[src/rtl/cp0_exception_unit_pkg.sv]
// rtl/cp0_exception_unit_pkg.sv - CP0 register numbers, exception codes and field positions
package cp0_exception_unit_pkg;

  localparam logic [4:0] CP0_COUNT   = 5'd9;
  localparam logic [4:0] CP0_COMPARE = 5'd11;
  localparam logic [4:0] CP0_STATUS  = 5'd12;
  localparam logic [4:0] CP0_CAUSE   = 5'd13;
  localparam logic [4:0] CP0_EPC     = 5'd14;
  localparam logic [4:0] CP0_PRID    = 5'd15;
  localparam logic [4:0] CP0_CONFIG  = 5'd16;

  localparam logic [31:0] EXC_NONE    = 32'h0000_0000;
  localparam logic [31:0] EXC_INT     = 32'h0000_0001;
  localparam logic [31:0] EXC_SYSCALL = 32'h0000_0008;
  localparam logic [31:0] EXC_RI      = 32'h0000_000a;
  localparam logic [31:0] EXC_OV      = 32'h0000_000c;
  localparam logic [31:0] EXC_TRAP    = 32'h0000_000d;
  localparam logic [31:0] EXC_ERET    = 32'h0000_000e;

  localparam logic [31:0] STATUS_RESET = 32'h1000_0000;

  localparam int ST_IE     = 0;
  localparam int ST_EXL    = 1;
  localparam int ST_IM_LO  = 8;
  localparam int ST_IM_HI  = 15;
  localparam int CA_EXC_LO = 2;
  localparam int CA_EXC_HI = 6;
  localparam int CA_IP_LO  = 8;
  localparam int CA_IP_HI  = 15;
  localparam int CA_BD     = 31;

  typedef struct packed {
    logic eret;
    logic ov;
    logic trap;
    logic ri;
    logic syscall;
  } mem_exc_t;

  // True for codes that enter the handler (eret and none excluded).
  function automatic logic is_entry(input logic [31:0] code);
    return (code == EXC_INT) || (code == EXC_SYSCALL) || (code == EXC_RI) ||
           (code == EXC_TRAP) || (code == EXC_OV);
  endfunction

endpackage

[src/rtl/cp0_exception_unit_timer.sv]
// rtl/cp0_exception_unit_timer.sv - CP0 Count/Compare pair with sticky timer interrupt
module cp0_exception_unit_timer (
  input  logic        clk,
  input  logic        rst,
  input  logic        count_we,
  input  logic        compare_we,
  input  logic [31:0] wdata,
  output logic [31:0] count,
  output logic [31:0] compare,
  output logic        timer_int
);

  always_ff @(posedge clk) begin
    if (rst) begin
      count     <= 32'd0;
      compare   <= 32'd0;
      timer_int <= 1'b0;
    end else begin
      count <= count_we ? wdata : count + 32'd1;
      // A Compare write acknowledges the interrupt even if a match lands on the same edge.
      if (compare_we) begin
        compare   <= wdata;
        timer_int <= 1'b0;
      end else if ((count == compare) && (compare != 32'd0)) begin
        timer_int <= 1'b1;
      end
    end
  end

endmodule

[src/rtl/cp0_exception_unit.sv]
// rtl/cp0_exception_unit.sv - CP0 register file and MEM-stage exception detection
module cp0_exception_unit
  import cp0_exception_unit_pkg::*;
#(
  parameter logic [31:0] PRID_VALUE   = 32'h0048_0102,
  parameter logic [31:0] CONFIG_VALUE = 32'h0000_8000
) (
  input  logic        clk,
  input  logic        rst,
  input  logic        we_i,
  input  logic [4:0]  waddr_i,
  input  logic [31:0] wdata_i,
  input  logic [4:0]  raddr_i,
  output logic [31:0] rdata_o,
  input  logic [5:0]  int_i,
  input  logic        mem_valid_i,
  input  logic [31:0] mem_pc_i,
  input  logic        mem_in_ds_i,
  input  logic [4:0]  mem_exc_i,
  output logic [31:0] exception_type_o,
  output logic [31:0] cp0_epc_o,
  output logic        timer_int_o,
  output logic [31:0] status_o,
  output logic [31:0] cause_o,
  output logic [31:0] epc_o
);

  logic [31:0] status, cause, epc, count, compare;
  logic [31:0] st, ca, ep;
  logic        count_we, compare_we, status_we, cause_we, epc_we;
  logic        int_pending;
  logic [31:0] exc_type;
  mem_exc_t    exc;

  assign count_we   = we_i && (waddr_i == CP0_COUNT);
  assign compare_we = we_i && (waddr_i == CP0_COMPARE);
  assign status_we  = we_i && (waddr_i == CP0_STATUS);
  assign cause_we   = we_i && (waddr_i == CP0_CAUSE);
  assign epc_we     = we_i && (waddr_i == CP0_EPC);

  // Forwarded view: what the registers hold once the WB-stage mtc0 has landed.
  assign st = status_we ? wdata_i : status;
  assign ca = cause_we ? {cause[31:10], wdata_i[9:8], cause[7:0]} : cause;
  assign ep = epc_we ? wdata_i : epc;

  assign exc = mem_exc_t'(mem_exc_i);

  assign int_pending = (|(ca[CA_IP_HI:CA_IP_LO] & st[ST_IM_HI:ST_IM_LO])) &&
                       !st[ST_EXL] && st[ST_IE];

  always_comb begin
    exc_type = EXC_NONE;
    if (mem_valid_i) begin
      if (int_pending)      exc_type = EXC_INT;
      else if (exc.syscall) exc_type = EXC_SYSCALL;
      else if (exc.ri)      exc_type = EXC_RI;
      else if (exc.trap)    exc_type = EXC_TRAP;
      else if (exc.ov)      exc_type = EXC_OV;
      else if (exc.eret)    exc_type = EXC_ERET;
    end
  end

  cp0_exception_unit_timer u_timer (
    .clk        (clk),
    .rst        (rst),
    .count_we   (count_we),
    .compare_we (compare_we),
    .wdata      (wdata_i),
    .count      (count),
    .compare    (compare),
    .timer_int  (timer_int_o)
  );

  always_comb begin
    rdata_o = 32'd0;
    case (raddr_i)
      CP0_COUNT:   rdata_o = count_we ? wdata_i : count;
      CP0_COMPARE: rdata_o = compare_we ? wdata_i : compare;
      CP0_STATUS:  rdata_o = st;
      CP0_CAUSE:   rdata_o = ca;
      CP0_EPC:     rdata_o = ep;
      CP0_PRID:    rdata_o = PRID_VALUE;
      CP0_CONFIG:  rdata_o = CONFIG_VALUE;
      default:     rdata_o = 32'd0;
    endcase
  end

  // mtc0 result is the base value; exception entry / eret then override their fields.
  always_ff @(posedge clk) begin
    if (rst) begin
      status <= STATUS_RESET;
      cause  <= 32'd0;
      epc    <= 32'd0;
    end else begin
      status <= st;
      epc    <= ep;
      cause  <= {ca[31:16], int_i[5] | timer_int_o, int_i[4:0], ca[9:0]};
      if (is_entry(exc_type)) begin
        status[ST_EXL] <= 1'b1;
        cause[CA_EXC_HI:CA_EXC_LO] <= (exc_type == EXC_INT) ? 5'd0 : exc_type[4:0];
        if (!st[ST_EXL]) begin
          epc          <= mem_in_ds_i ? mem_pc_i - 32'd4 : mem_pc_i;
          cause[CA_BD] <= mem_in_ds_i;
        end
      end else if (exc_type == EXC_ERET) begin
        status[ST_EXL] <= 1'b0;
      end
    end
  end

  assign exception_type_o = exc_type;
  assign cp0_epc_o        = ep;
  assign status_o         = status;
  assign cause_o          = cause;
  assign epc_o            = epc;

endmodule

[config.mk]
export PLATFORM = sky130hd
export DESIGN_NAME = cp0_exception_unit
export DESIGN_NICKNAME = d
export VERILOG_FILES = /design/src/rtl/cp0_exception_unit_pkg.sv /design/src/rtl/cp0_exception_unit_timer.sv /design/src/rtl/cp0_exception_unit.sv
export SDC_FILE = /design/constraint.sdc
export NUM_CORES = 1
export LEC_CHECK = 0
export ABC_CLOCK_PERIOD_IN_PS = 12000
export CORE_AREA = 2 2 149 151
export DETAILED_ROUTE_END_ITERATION = 6
export DIE_AREA = 0 0 151 153
export PLACE_DENSITY = 0.76
export SLEW_MARGIN = 5
export SYNTH_ARGS = -nofsm -noshare
export SYNTH_HDL_FRONTEND = slang
export SYNTH_SLANG_ARGS = --single-unit
[constraint.sdc]
create_clock -name clk -period 12 [get_ports clk]
set_input_delay 3.6 -clock clk [delete_from_list [all_inputs] [get_ports clk]]
set_output_delay 3.6 -clock clk [all_outputs]
set_load 0.005 [all_outputs]
After elaboration in Yosys (flattened, before gate mapping). Index checks and enable logic that the tools add are counted.

Register bits: 161. Bits in latches: 0. Bits in writable memories: 0. ROM bits: 0. Input bits: 90. Word-level logic and storage cells: 68. Memories: 0.

$add $sub $neg: 2. $mul: 0. Div/mod/pow operators: 0. $lt $le $gt $ge: 0. Equal/unequal tests: 19. Shift operators: 0. Mux-type cells: 23. Bitwise gates (word level): 2. Reductions and logical operators: 16.

Operators with widths (number): 32-bit two-way mux (8); 32-bit case mux with 7 select lines (1); 32-bit by 4-bit equality test with 1-bit output (second input constant) (5); 5-bit by 4-bit equality test with 1-bit output (second input constant) (11); 32-bit by 1-bit adder with 32-bit output (second input constant) (1); 32-bit by 1-bit equality test with 1-bit output (second input constant) (1); 32-bit equality test (1); 32-bit nonzero test (1); 32-bit by 3-bit subtractor with 32-bit output (second input constant) (1); 4-bit two-way mux (7); 10-bit two-way mux (1); 5-bit two-way mux (2); 8-bit bitwise AND (1); 1-bit logical AND (8); 8-bit OR reduction (1); 5-bit equality test (second input constant) (1); 1-bit logical OR (4); 1-bit two-way mux (4); 2-bit OR reduction (1); 1-bit logical NOT (1); 1-bit bitwise OR (1).

Longest topological paths before layout. Gate-level depths: netlist of the first run.

Depth after elaboration: 15. Depth in mapped cells: 10.

Hierarchy. A second synthesis of the first run with hierarchy kept.

Cells, all modules: 1177. Area, all modules: 9460.3 um^2.

Modules (own cells, without submodules): cp0_exception_unit (instances 1, cells each 816, area an instance 6167.2 um^2); cp0_exception_unit_timer (instances 1, cells each 361, area an instance 3293.2 um^2).

Least setup slack after synthesis of the first run. OpenSTA, ideal clock, no wires.

Path kind: input to output. Start: in waddr_i[4]. End: out exception_type_o[2]. Arrival: 5.611 ns. Data required time: 8.400 ns. Path slack: 2.789 ns. Cell stages on the path: 8. Cell sequence: nand4b_2 or3_1 buf_2 mux2_4 a2111oi_4 a21oi_1 nand2b_1 nor4_1.

Longest elaborated chain between the ends: 9. Elaborated cells between the ends (all ways): 13. Those cells by class: 2 x eq/ne; 4 x mux; 1 x bitwise; 6 x reduce/logical.

RTL lines: start, declared (RTL line cp0_exception_unit.sv:11) `input logic [4:0] waddr_i,`; 5-bit by 4-bit equality test with 1-bit output (on tied branches) (RTL line cp0_exception_unit.sv:38, cp0_exception_unit.sv:37); 1-bit logical AND (on tied branches) (RTL line cp0_exception_unit.sv:38, cp0_exception_unit.sv:37); 10-bit two-way mux / 32-bit two-way mux (equally long branches) (RTL line cp0_exception_unit.sv:43, cp0_exception_unit.sv:42); 8-bit bitwise AND (RTL line cp0_exception_unit.sv:48) `assign int_pending = (|(ca[CA_IP_HI:CA_IP_LO] & st[ST_IM_HI:ST_IM_LO])) &&`; 8-bit OR reduction (RTL line cp0_exception_unit.sv:48); 1-bit logical AND (RTL line cp0_exception_unit.sv:48); 1-bit logical AND (*) (RTL line cp0_exception_unit.sv:49) `!st[ST_EXL] && st[ST_IE];`; 4-bit two-way mux (*) (RTL line cp0_exception_unit.sv:54) `if (int_pending) exc_type = EXC_INT;`; 4-bit two-way mux (*) (RTL line cp0_exception_unit.sv:53) `if (mem_valid_i) begin`; end, declared (RTL line cp0_exception_unit.sv:20) `output logic [31:0] exception_type_o,`.

Every way passes the cells marked *; elsewhere a longest branch is shown, timed or not.

Worst setup path in the final report of the first run.
Start: in waddr_i[2]. End: out exception_type_o[2].

The elaborated chain is that of the path after synthesis.

==> flow_summary.json, run 1 <==
{
  "crit_start": "waddr_i[2]",
  "cts_sinks": 142,
  "slew_headroom": 0.238,
  "max_clock_freq_mhz": 91.6,
  "clock_path_buffers": 2,
  "via_per_inst": 6.00,
  "maxSlewViolCount": 0,
  "area_delta_synth_final_pct": 28.7,
  "holdPathStages": 2,
  "dp_hpwl_um": 26900,
  "ys_ff_latch": 142,
  "gr-total-overflow": 0,
  "die_w_um": 151,
  "cp-start-kind": "input port",
  "ys_types": 66,
  "clkTransAtPathRegs_ns": 0.06,
  "dieArea_mm2": 0.0231,
  "totalWireLength_um": 36900,
  "slowest_delay_ns": 0.65,
  "async_flop_share": 0,
  "grt_pass1_vias": 9511,
  "setup_tns_ns": 0,
  "regToRegSetupSlack_ns": 8.89,
  "rsz0062_at_grt": "no",
  "place_congestion": 0.953,
  "cts-root-buf": "clkbuf_16",
  "reg2regPathDepth": 8,
  "die_y_um": 153,
  "synth_ff_type": "dfxtp_1",
  "layout-drive-gt1-share": 0.0691,
  "max_cap_viol_count": 0,
  "required_ns": 8.40,
  "cts_tree": "yes",
  "worstSetupEndpointType": "primary output",
  "pwr-share-seq": 0.390,
  "clock-skew-final_ns": 0.0118,
  "timing_hold_violations_final": 0,
  "pin_count": 283,
  "holdBufCountCts": 0,
  "critPathKind": "in2out",
  "drt_iter0_markers": 1332,
  "postCtsSetupBuffers": 0,
  "wl_per_cell_um": 21.9,
  "portBuffers": 235,
  "powerDensity_mw_per_mm2": 105,
  "synth_edf_count": 0,
  "drt_pre_antenna_iters": 6,
  "crit_top_cell": "clkdlybuf4s50_1",
  "leakage_nw": 4.69,
  "stdcell_area_mm2": 0.0123,
  "fin_crit_sh": 0.910,
  "path_max_fanout": 24,
  "min_to": "u_timer.compare[7]",
  "yosysWarnings": 0,
  "crit_arrival_ns": 7.32,
  "reg2reg_to": "u_timer.count[22]",
  "crit_path_top_delay_cell": "or3_2",
  "ant_nets": 0,
  "dpl_cell_area_mm2": 0.0117,
  "antenna_found_initial": 1,
  "drc": 0,
  "seq_area_frac_synth": 0.298,
  "ir_drop_mv": 0.0738,
  "fin_nets": 1483,
  "pwr-share-comb": 0.177,
  "n_fill_cell": 1993,
  "hp-start": "u_timer.compare[7]",
  "start_util": 0.444,
  "grtUsageTotal": 0.313,
  "diodes": 0,
  "grt_max_degree": 86,
  "tightest_slew_ns": 1.14,
  "fin_crit_ns": 10.92,
  "pwr-share-clk": 0.434,
  "vias": 10100,
  "r2r_start": "u_timer.count[0]",
  "grt_pass1_wl_um": 55700,
  "core_mm2": 0.0215,
  "run_status": "complete, no violations",
  "power.share.switching": 0.294,
  "cts_resized": 0,
  "cp_cell_sequence": "clkdlybuf4s50_1 > nand4b_2 > or3_2 > buf_4 > mux2i_1 > a2bb2oi_1 > a21oi_1 > nand2b_1 > nor4_1 > clkdlybuf4s50_1",
  "htreeDepth": 4,
  "rows": 54,
  "cts_made_buffers": 17,
  "synth_cells": 1238,
  "power.internal_uw": 912,
  "hold_class": "reg2reg",
  "setup_violations": 0,
  "switchingPower_uw": 380,
  "syn_avg_cell_area_um2": 7.71,
  "insertion_delay_ns": 0.44,
  "syn_area_mm2": 0.00955
}
## worst max-delay path: cells and delay by family
kind,cells,cell delay (ns)
AND/OR/NAND/NOR,4,1.32
buffers and inverters,3,1.45
AO/OA/AOI/OAI,2,0.59
multiplexers,1,0.34
## power groups by stage
stage | combinational, mW | sequential, mW | clock [mW]
2_1_floorplan | 0.116 | 0.507 | 0
3_3_place_gp | 0.222 | 0.514 | 0
3_5_place_dp | 0.224 | 0.513 | 0
4_1_cts | 0.225 | 0.503 | 0.561
5_1_grt | 0.245 | 0.505 | 0.581
6_report | 0.228 | 0.504 | 0.560
## through the flow
stage                     setup slack (ns)  power (mW)  utilization  cells  hold slack (ns)
after floorplan                       2.79       0.623            -   1284            0.457
after global placement                1.26       0.736        0.544   1652            0.487
after detailed placement              1.15       0.737        0.544   1652            0.495
after CTS                             1.09        1.29        0.572   1684            0.506
after global routing                 0.895        1.33        0.572   1684            0.537
final                                 1.08        1.29        0.572   1684            0.512
## kinds of logic (layout without fill, tap and decap cells)
group / after synthesis / count (layout) / share of synthesized area
AOI/OAI and AO/OA: 321 / 321 / 0.226
xor gates and xnor gates: 76 / 76 / 0.0697
adders and majority gates: 2 / 2 / 0.00262
buffers and inverters: 200 / 320 / 0.106
DFF: 142 / 142 / 0.298
muxes: 77 / 77 / 0.0822
other: 1 / 47 / 0.000393
and+or+nand+nor: 419 / 419 / 0.215
## placed cells by master (no fill, tap or decap), drive strengths merged, types with 4 or more instances in the layout
cell type	count
a211oi	59
a21oi	80
a22oi	6
a311oi	8
a31oi	4
and2	9
and3	4
buf	15
clkbuf	17
clkdlybuf4s50	233
conb	47
dfxtp	142
inv	51
mux2	8
mux2i	69
nand2	132
nand2b	5
nand3	35
nand3b	4
nand4	10
nand4b	5
nor2	100
nor2b	13
nor3	23
nor4	25
o2111ai	10
o21ai	93
o221ai	15
o22ai	19
o31ai	5
or3	39
or4	5
xnor2	26
xor2	50
## area by class of cell
cell class / instances / area (um2) / share of cell area
clock buffer: 17 / 425 / 0.0346
clock inverter: 15 / 188 / 0.0153
inverter: 40 / 150 / 0.0122
multi-input combinational: 942 / 5880 / 0.478
sequential: 142 / 2840 / 0.231
tap: 280 / 350 / 0.0285
timing repair buffer: 248 / 2450 / 0.200
## per-layer routing
layer	track usage	wire [um]
met5	0	16
met1	0.417	14700
met4	0.115	1260
met3	0.0949	4350
met2	0.476	16500
## synth_stat cells, drive strengths merged (13+ instances only)
library cell  count  area [um2]
nor4             25         175
nor2b            13        81.3
dfxtp           142        2840
inv              40         150
a211oi           59         563
or3              39         244
clkbuf           81         304
xnor2            26         228
xor2             50         438
nor3             23         115
o21ai            93         465
mux2i            69         691
nand2           132         503
buf              79         556
o22ai            19         119
o221ai           15         131
nand3            35         175
nor2            100         383
a21oi            80         400
## worst max-delay path by stage
stage | endpoint | slack (ns) | depth (start not counted)
5_1_grt | exception_type_o[2] | 0.89 | 10
3_3_place_gp | exception_type_o[2] | 1.26 | 10
3_5_place_dp | exception_type_o[2] | 1.15 | 10
4_1_cts | exception_type_o[2] | 1.09 | 10
2_1_floorplan | exception_type_o[2] | 2.79 | 8
6_report | exception_type_o[2] | 1.08 | 10
## sequential cells by signal (all words and copies together) (netlist names)
signal / cells
epc_o: 32
u_timer.timer_int: 1
status_o: 32
u_timer.count: 32
u_timer.compare: 32
cause_o: 13
Power figures use the tool's default switching activity.
==> run 2: changes to the inputs <==
==> constraint.sdc (replaced) <==
create_clock -name clk -period 12 [get_ports clk]
set_input_delay 1.2 -clock clk [delete_from_list [all_inputs] [get_ports clk]]
set_output_delay 1.2 -clock clk [all_outputs]
set_load 0.005 [all_outputs]
==> flow_summary.json, run 2 (synthesized netlist as in run 1, its figures left out) <==
{
  "pin_count": 283,
  "diodes": 0,
  "leakage_nw": 4.64,
  "maxSlewViolCount": 0,
  "insertion_delay_ns": 0.44,
  "cts_tree": "yes",
  "slowest_delay_ns": 0.94,
  "grt_max_degree": 92,
  "run_status": "complete, but fails checks",
  "cts_sinks": 142,
  "crit_arrival_ns": 5.09,
  "cts-root-buf": "clkbuf_16",
  "cp_cell_sequence": "clkdlybuf4s50_1 > buf_4 > or3_2 > mux2_4 > a2111oi_4 > a21oi_1 > nand2b_1 > nor4_1 > clkdlybuf4s50_1",
  "rsz0062_at_grt": "no",
  "htreeDepth": 4,
  "tightest_slew_ns": 1.15,
  "stdcell_area_mm2": 0.0122,
  "place_ws_ns": 5.76,
  "setup_tns_ns": 0,
  "fin_crit_ns": 6.29,
  "critPathKind": "in2out",
  "dpl_cell_area_mm2": 0.0116,
  "place_congestion": 0.946,
  "grt_pass1_wl_um": 54700,
  "crit_start": "waddr_i[1]",
  "final_cell_mix": "clkdlybuf4s50_1 (233), dfxtp_1 (142), nand2_1 (131), nor2_1 (97), o21ai_0 (93)",
  "holdBufCountCts": 0,
  "placed_cells": 1650,
  "fin_util": 0.568,
  "clock_path_buffers": 2,
  "clock-skew-final_ns": 0.00870,
  "drc": 3,
  "fin_crit_sh": 0.524,
  "rows": 54,
  "ir_drop_mv": 0.0915,
  "area_delta_synth_final_pct": 27.8,
  "core_mm2": 0.0215,
  "stdcell_count": 1682,
  "dieArea_mm2": 0.0231,
  "cp-start-kind": "input port",
  "hp-start": "u_timer.timer_int",
  "totalWireLength_um": 36300,
  "grt_pass1_vias": 9271,
  "cp_num_buf_inv": 3,
  "grtUsageTotal": 0.307,
  "powerDensity_mw_per_mm2": 101,
  "wl_per_cell_um": 21.6,
  "final_common_cell": "clkdlybuf4s50_1",
  "max_cap_viol_count": 0,
  "clkTransAtPathRegs_ns": 0.06,
  "r2r_start": "u_timer.count[0]",
  "hold_ws_ns": 0.498,
  "via_per_inst": 5.99,
  "path_max_fanout": 35,
  "timing.final.ws_setup_ns": 5.71,
  "violations": "design-rule violations",
  "crit_path_top_delay_cell": "or3_2",
  "hold_class": "reg2reg",
  "drt_pre_antenna_iters": 7,
  "timing_hold_violations_final": 0,
  "finalPower_mw": 1.24,
  "setup_violations": 0,
  "start_util": 0.444,
  "crit_top_cell": "clkdlybuf4s50_1",
  "worstSetupEndpointType": "primary output",
  "cts_made_buffers": 17,
  "postCtsSetupBuffers": 0,
  "drt_iter0_markers": 1214,
  "dp_hpwl_um": 26200,
  "required_ns": 10.80,
  "portBuffers": 235,
  "layout-drive-gt1-share": 0.0670,
  "fin_nets": 1481,
  "slew_headroom": 0.231,
  "ant_nets": 0,
  "cpLargestDelayFamily": "simple AND/OR/NAND/NOR gates",
  "antenna_found_initial": 0,
  "die_w_um": 151,
  "die_y_um": 153,
  "gr-total-overflow": 0,
  "cts_resized": 0,
  "vias": 10100,
  "max_clock_freq_mhz": 159
}
==> run 2: cell count changes in the layout (fill, tap and decap cells not counted), moves of 2 or more <==
cell	delta
inv_8	-4
clkinv_4	+3
clkinvlp_4	+2
bufinv_16	-2
==> run 2: final timing paths <==
check	to	slack (ns)	depth (start not counted)
setup / recovery	exception_type_o[2]	5.71	9
hold / removal	cause_o[15]	0.50	2
setup reg to reg	u_timer.count[22]	8.95	8
hold reg to reg	cause_o[15]	0.50	2
==> run 2: per-layer routing <==
| metal | GRT usage | part of all wire | vias to the layer above |
|---|---|---|---|
| met3 | 0.0857 | 0.11 | 74 |
| met5 | 0 | 0 | - |
| met4 | 0.0917 | 0.028 | 0 |
| li1 | - | - | 4635 |
| met2 | 0.478 | 0.46 | 622 |
| met1 | 0.414 | 0.41 | 4748 |
==> run 2: worst reg2reg max path, delay by kind of cell (launching register included) <==
kind,cells,cell delay (ns)
and+or+nand+nor,6,2.01
adders and majority gates,1,0.36
DFF,1,0.46
AOI/OAI and AO/OA,1,0.16
==> run 2: cell type report <==
cell class	instances	area, um2
Multi-Input combinational cell	942	5880
Timing Repair Buffer	246	2430
Sequential cell	142	2840
Fill cell	1983	9280
Clock buffer	18	429
Tap cell	280	350
Clock inverter	14	124
Inverter	40	150
==> run 2: power by group <==
group,switching [mW],total [mW],internal (mW)
registers,0.0166,0.504,0.487
logic,0.121,0.227,0.107
clock network,0.235,0.506,0.271
